File: src/rtl/pulse_stretcher.sv
// Stretches single-cycle event pulses into fixed-length LED blinks separated by a dark gap.
// Events arriving mid-blink are queued in a saturating counter; dropped events raise a sticky flag.
module pulse_stretcher #(
    parameter int ON_CYCLES  = 10_000_000,
    parameter int GAP_CYCLES = 5_000_000,
    parameter int PEND_W     = 4
) (
    input  logic              clk,
    input  logic              rst,
    input  logic              in_p,
    input  logic              clr_ovf,
    output logic              out_led,
    output logic              busy,
    output logic              done_p,
    output logic [PEND_W-1:0] pending,
    output logic              overflow
);

    localparam int MAX_CYC = (ON_CYCLES > GAP_CYCLES) ? ON_CYCLES : GAP_CYCLES;
    localparam int CNT_W   = $clog2(MAX_CYC) + 1;
    localparam logic [CNT_W-1:0]  ON_LOAD  = CNT_W'(ON_CYCLES - 1);
    localparam logic [CNT_W-1:0]  GAP_LOAD = CNT_W'(GAP_CYCLES - 1);
    localparam logic [PEND_W-1:0] PEND_MAX = '1;

    typedef enum logic [1:0] {
        IDLE = 2'd0,
        ON   = 2'd1,
        GAP  = 2'd2
    } state_t;

    state_t            state;
    state_t            state_nxt;
    logic [CNT_W-1:0]  cnt;
    logic [CNT_W-1:0]  cnt_nxt;
    logic [PEND_W-1:0] pend_nxt;
    logic              phase_end;
    logic              enq;
    logic              drop;
    logic              ovf_nxt;
    logic              led_nxt;
    logic              busy_nxt;
    logic              done_nxt;

    // State register; every output is registered alongside the state.
    always_ff @(posedge clk or posedge rst) begin
        if (rst) begin
            state    <= IDLE;
            cnt      <= '0;
            pending  <= '0;
            overflow <= 1'b0;
            out_led  <= 1'b0;
            busy     <= 1'b0;
            done_p   <= 1'b0;
        end else begin
            state    <= state_nxt;
            cnt      <= cnt_nxt;
            pending  <= pend_nxt;
            overflow <= ovf_nxt;
            out_led  <= led_nxt;
            busy     <= busy_nxt;
            done_p   <= done_nxt;
        end
    end

    // Next-state, counter and queue logic.
    always_comb begin
        state_nxt = state;
        cnt_nxt   = cnt;
        pend_nxt  = pending;
        drop      = 1'b0;
        phase_end = (cnt == '0);
        // On the final GAP cycle an incoming event is consumed by the restart, never queued.
        enq = in_p && ((state == ON) || ((state == GAP) && !phase_end));

        if (enq) begin
            if (pending == PEND_MAX) begin
                drop = 1'b1;
            end else begin
                pend_nxt = pending + 1'b1;
            end
        end

        case (state)
            IDLE: begin
                if (in_p) begin
                    state_nxt = ON;
                    cnt_nxt   = ON_LOAD;
                end
            end
            ON: begin
                if (phase_end) begin
                    state_nxt = GAP;
                    cnt_nxt   = GAP_LOAD;
                end else begin
                    cnt_nxt = cnt - 1'b1;
                end
            end
            GAP: begin
                if (phase_end) begin
                    if (in_p || (pending != '0)) begin
                        state_nxt = ON;
                        cnt_nxt   = ON_LOAD;
                        // A simultaneous event replaces the dequeued one, leaving pending as is.
                        if (!in_p) begin
                            pend_nxt = pending - 1'b1;
                        end
                    end else begin
                        state_nxt = IDLE;
                    end
                end else begin
                    cnt_nxt = cnt - 1'b1;
                end
            end
            default: begin
                state_nxt = IDLE;
                cnt_nxt   = '0;
            end
        endcase

        ovf_nxt = drop | (overflow & ~clr_ovf);
    end

    // Output decode from the upcoming state.
    always_comb begin
        led_nxt  = (state_nxt == ON);
        busy_nxt = (state_nxt != IDLE);
        done_nxt = (state == ON) && (state_nxt == GAP);
    end

endmodule

File: config.mk
export PLATFORM = sky130hd
export DESIGN_NAME = pulse_stretcher
export DESIGN_NICKNAME = d
export VERILOG_FILES = /design/src/rtl/pulse_stretcher.sv
export SDC_FILE = /design/constraint.sdc
export NUM_CORES = 1
export LEC_CHECK = 0
export ABC_AREA = 1
export CAP_MARGIN = 10
export CORE_MARGIN = 10
export CORE_UTILIZATION = 55
export CTS_BUF_LIST = sky130_fd_sc_hd__clkbuf_4 sky130_fd_sc_hd__clkbuf_8 sky130_fd_sc_hd__clkbuf_16
export CTS_CLUSTER_SIZE = 28
export DETAILED_ROUTE_END_ITERATION = 12
export GPL_ROUTABILITY_DRIVEN = 0
export PLACE_DENSITY_LB_ADDON = 0.12
export RECOVER_POWER = 25
export SLEW_MARGIN = 30
export SYNTH_ARGS = -nofsm -noshare
export SYNTH_HDL_FRONTEND = slang
export SYNTH_SLANG_ARGS = --single-unit
File: constraint.sdc
create_clock -name clk -period 4.3 [get_ports clk]
set_input_delay 0.43 -clock clk [delete_from_list [all_inputs] [get_ports clk]]
set_output_delay 0.43 -clock clk [all_outputs]
set_load 0.005 [all_outputs]
==> results.md <==
- Met3 usage in global routing: under 10%
- Slew @ Worst Pin: 1870 ps
- Global-route wire length before repair: 10400 µm
- Die height: 86.6 µm
- CP startpoint: cnt[0]
- EDFF count, synth: 0
- Post-synth ARST share: 100%
- Initial antenna violation count: 0
- Synth cell types: 30
- Hold path startpoint: cnt[0]
- Vias/cell: 5.57
- Met1 Usage GRT: 22.4%
- Max Cap Violations: 1
- Max frequency: 419 MHz
- R2r worst-path depth: 13
- Crit path time final: 2390 ps
- Mean Syn Cell Area: ~7 µm²
- Via Count: 2306
- Total nets after synthesis: 358
- Worst Hold Depth: 2
- Busiest grt layer: met2
- DRC Markers: 0
- R2r endpoint: cnt[19]
- Clk pwr share: 29.9%
- 1st-iter DRT viols: 162
- Seq/Total Area, Yosys: 35.9%
- Starting density of the core: 56.5%
- Final Cycle Share: 55.5%
- Power share of the combinational group: between 20% and 30%
- # nets final: 371
- Flop-to-flop setup slack: between 1500 and 2000 ps
- #FFs+latches synth: 35
- Routed Antenna Nets: 0
- Die area: ~7500 µm²
- Total grt overflow: 0
- Hold Crit Endpoint: cnt[0]
- # rows: 24
- TNS Setup: 0 ps
- Kind of critical path: reg -> reg
- Final setup violation count: 0
- VDD IR max: 0.000264 V
- Setup bufs post-CTS: 0
- I/O Buffers: 11
- Failing checks: max-capacitance violations, max-slew violations
- Worst flop-to-flop path startpoint: cnt[0]
- Ant diodes: 0
- Power density cells: between 300 and 400 nW/µm²
- CTS tree: yes
- Dominant synthesized flop cell: dfrtp_1
- Cts hold-fix bufs: 0
- Die extent in x: about 87 µm
- Hold Path Class: reg -> reg
- Area delta synth->final: 8.97%
- GRT Util Overall: 17.0%
- Post-placement cell area: 2580 µm²
- Detailed Routing Iterations Pass 1: 4
- Synth Warn #: 0
- Seq pwr share: 47.3%
- Wire per inst: 14.6 µm
- Hold Fails Final Rpt: 0
- Status: finished with violations
- # resized after CTS: 0
- Power Total: roughly 0.81 mW
- RSZ-0062 raised after global routing: no
- Vias in the first global route: 2189
- WP data arrival: 2550 ps
- Share of layout cells above drive strength 1: around 8.0%
- Clock latency on the worst-skew pair: 290 ps
- Slew headroom: -24.7%
- Worst Setup End Kind: flop
- Net Sw Frac: 29.9%
- CTS max path bufs: 2
- Setup Skew: around 9.6 ps
- Clock-pin slew on the worst setup and hold paths: 70 ps
- Post-route cell area: 2660 µm²
- H-tree Lvls: 2
- Critical Path Source Type: flop
- Req. time, crit path: 4470 ps
- Post-Syn Instances: 349
- HPWL after DPL: 4470 µm
- Post-Syn Area: 2440 µm²
- Post-Route WL: 6050 µm
- Internal Power: 0.565 mW
- Met2 GRT Util: 27.2%
- P_sw: 0.241 mW
- Core ar.: around 4300 µm²
- Clock root cell: clkbuf_8
- Largest net degree at the start of global routing: 36
- Sink Count: 35
- Crit Path Max Fanout: 20
- IO Count: 12
- Pleak: 1.23 nW
- Total CTS buffers: 5
- Final Max Slew Viols: 36
[power groups by stage]
stage / clock network [mW] / registers (mW) / logic (mW)
after floorplan: 0 / 0.379 / 0.116
after global placement: 0 / 0.386 / 0.182
after detailed placement: 0 / 0.384 / 0.189
after CTS: 0.247 / 0.380 / 0.188
after global routing: 0.256 / 0.385 / 0.215
final: 0.241 / 0.381 / 0.184
[layer usage]
metal  up-vias  wire length (µm)
li1       1151                 -
met1      1068              2760
met2        79              2820
met4         0                79
met3         8               381
met5         -                 0
[flip-flops by register name, indices dropped and copies added, names as in the netlist]
signal    flops
cnt          25
pending       4
state         2
busy          1
done_p        1
out_led       1
overflow      1
[cell usage in the layout, fill, tap and decap left out, types with 2 or more instances in the layout]
master           instances
o221ai_1                 2
o2111ai_1                2
xor2_1                   9
inv_1                   38
nand4_1                 10
nand3_2                  5
clkdlybuf4s50_1         10
xnor2_1                  5
nand2_1                100
clkbuf_8                 6
dfrtp_1                 35
nor3_1                   6
o21bai_1                 2
nand2_2                  5
nand3_1                 30
o21ai_0                 23
o21ai_1                  7
a21oi_1                  2
nor2_1                  40
nor2_2                   5
nor2_4                   5
ha_1                     5
[cells by family (layout without fill, tap and decap cells)]
logic type | Yosys count | in the layout | synth area share [%]
AOI/OAI and AO/OA | 40 | 40 | 9.17
xor gates and xnor gates | 14 | 14 | 5.02
buffers and inverters | 46 | 59 | 8.10
DFF | 35 | 35 | 35.9
and+or+nand+nor | 209 | 209 | 39.3
adders and majority gates | 5 | 5 | 2.56
[worst max-delay path, stage by stage (launching register included)]
cell     delay (ps)
dfrtp_1         380
inv_1           140
ha_1            170
inv_1            50
nor2_1          130
nand2_1          80
nor2_2          160
nand2_2          90
nor2_4          130
nand3_2          80
nand2_2         340
inv_1           300
nand2_1         140
o21ai_0          80
[worst max path at each step]
| stage | to | slack [ps] | cells after the start |
|---|---|---|---|
| finish | cnt[19] | 1910 | 13 |
| global placement | cnt[15] | 2000 | 7 |
| floorplan | cnt[15] | 2590 | 14 |
| detailed placement | cnt[20] | 1960 | 7 |
| global route | pending[0] | 1570 | 3 |
| CTS | cnt[20] | 1920 | 13 |
[synth_stat cells (5+ instances only)]
library cell | instances | area share (%)
o21ai_1 | 7 | 1.4
dfrtp_1 | 35 | 36
nor2_1 | 40 | 6.2
xor2_1 | 9 | 3.2
ha_1 | 5 | 2.6
nand2_2 | 5 | 1.3
nand3_1 | 30 | 6.2
nor2_4 | 5 | 2.3
o21ai_0 | 23 | 4.7
nor2_2 | 5 | 1.3
nor3_1 | 6 | 1.2
nand2_1 | 100 | 15
nand3_2 | 5 | 2.1
xnor2_1 | 5 | 1.8
inv_1 | 38 | 5.8
nand4_1 | 10 | 2.6
[through the flow]
stage               std cells  hold WS, ps  util (%)  worst slack [ps]
floorplan                 349          449         -              2590
global placement          407          467      59.6              2000
detailed placement        407          484      59.6              1960
CTS                       414          499      61.6              1920
global route              414          518      61.5              1570
finish                    414          500      61.5              1910
[cell type report]
type	count	area [µm²]
clock inverter	1	5.00
clock buffer	6	82.6
multi-input combinational	268	1370
sequential	35	876
timing repair buffer	12	114
tap	52	65.1
fill	421	1660
inverter	40	150
Note: power is estimated with default switching activity, not from simulation.
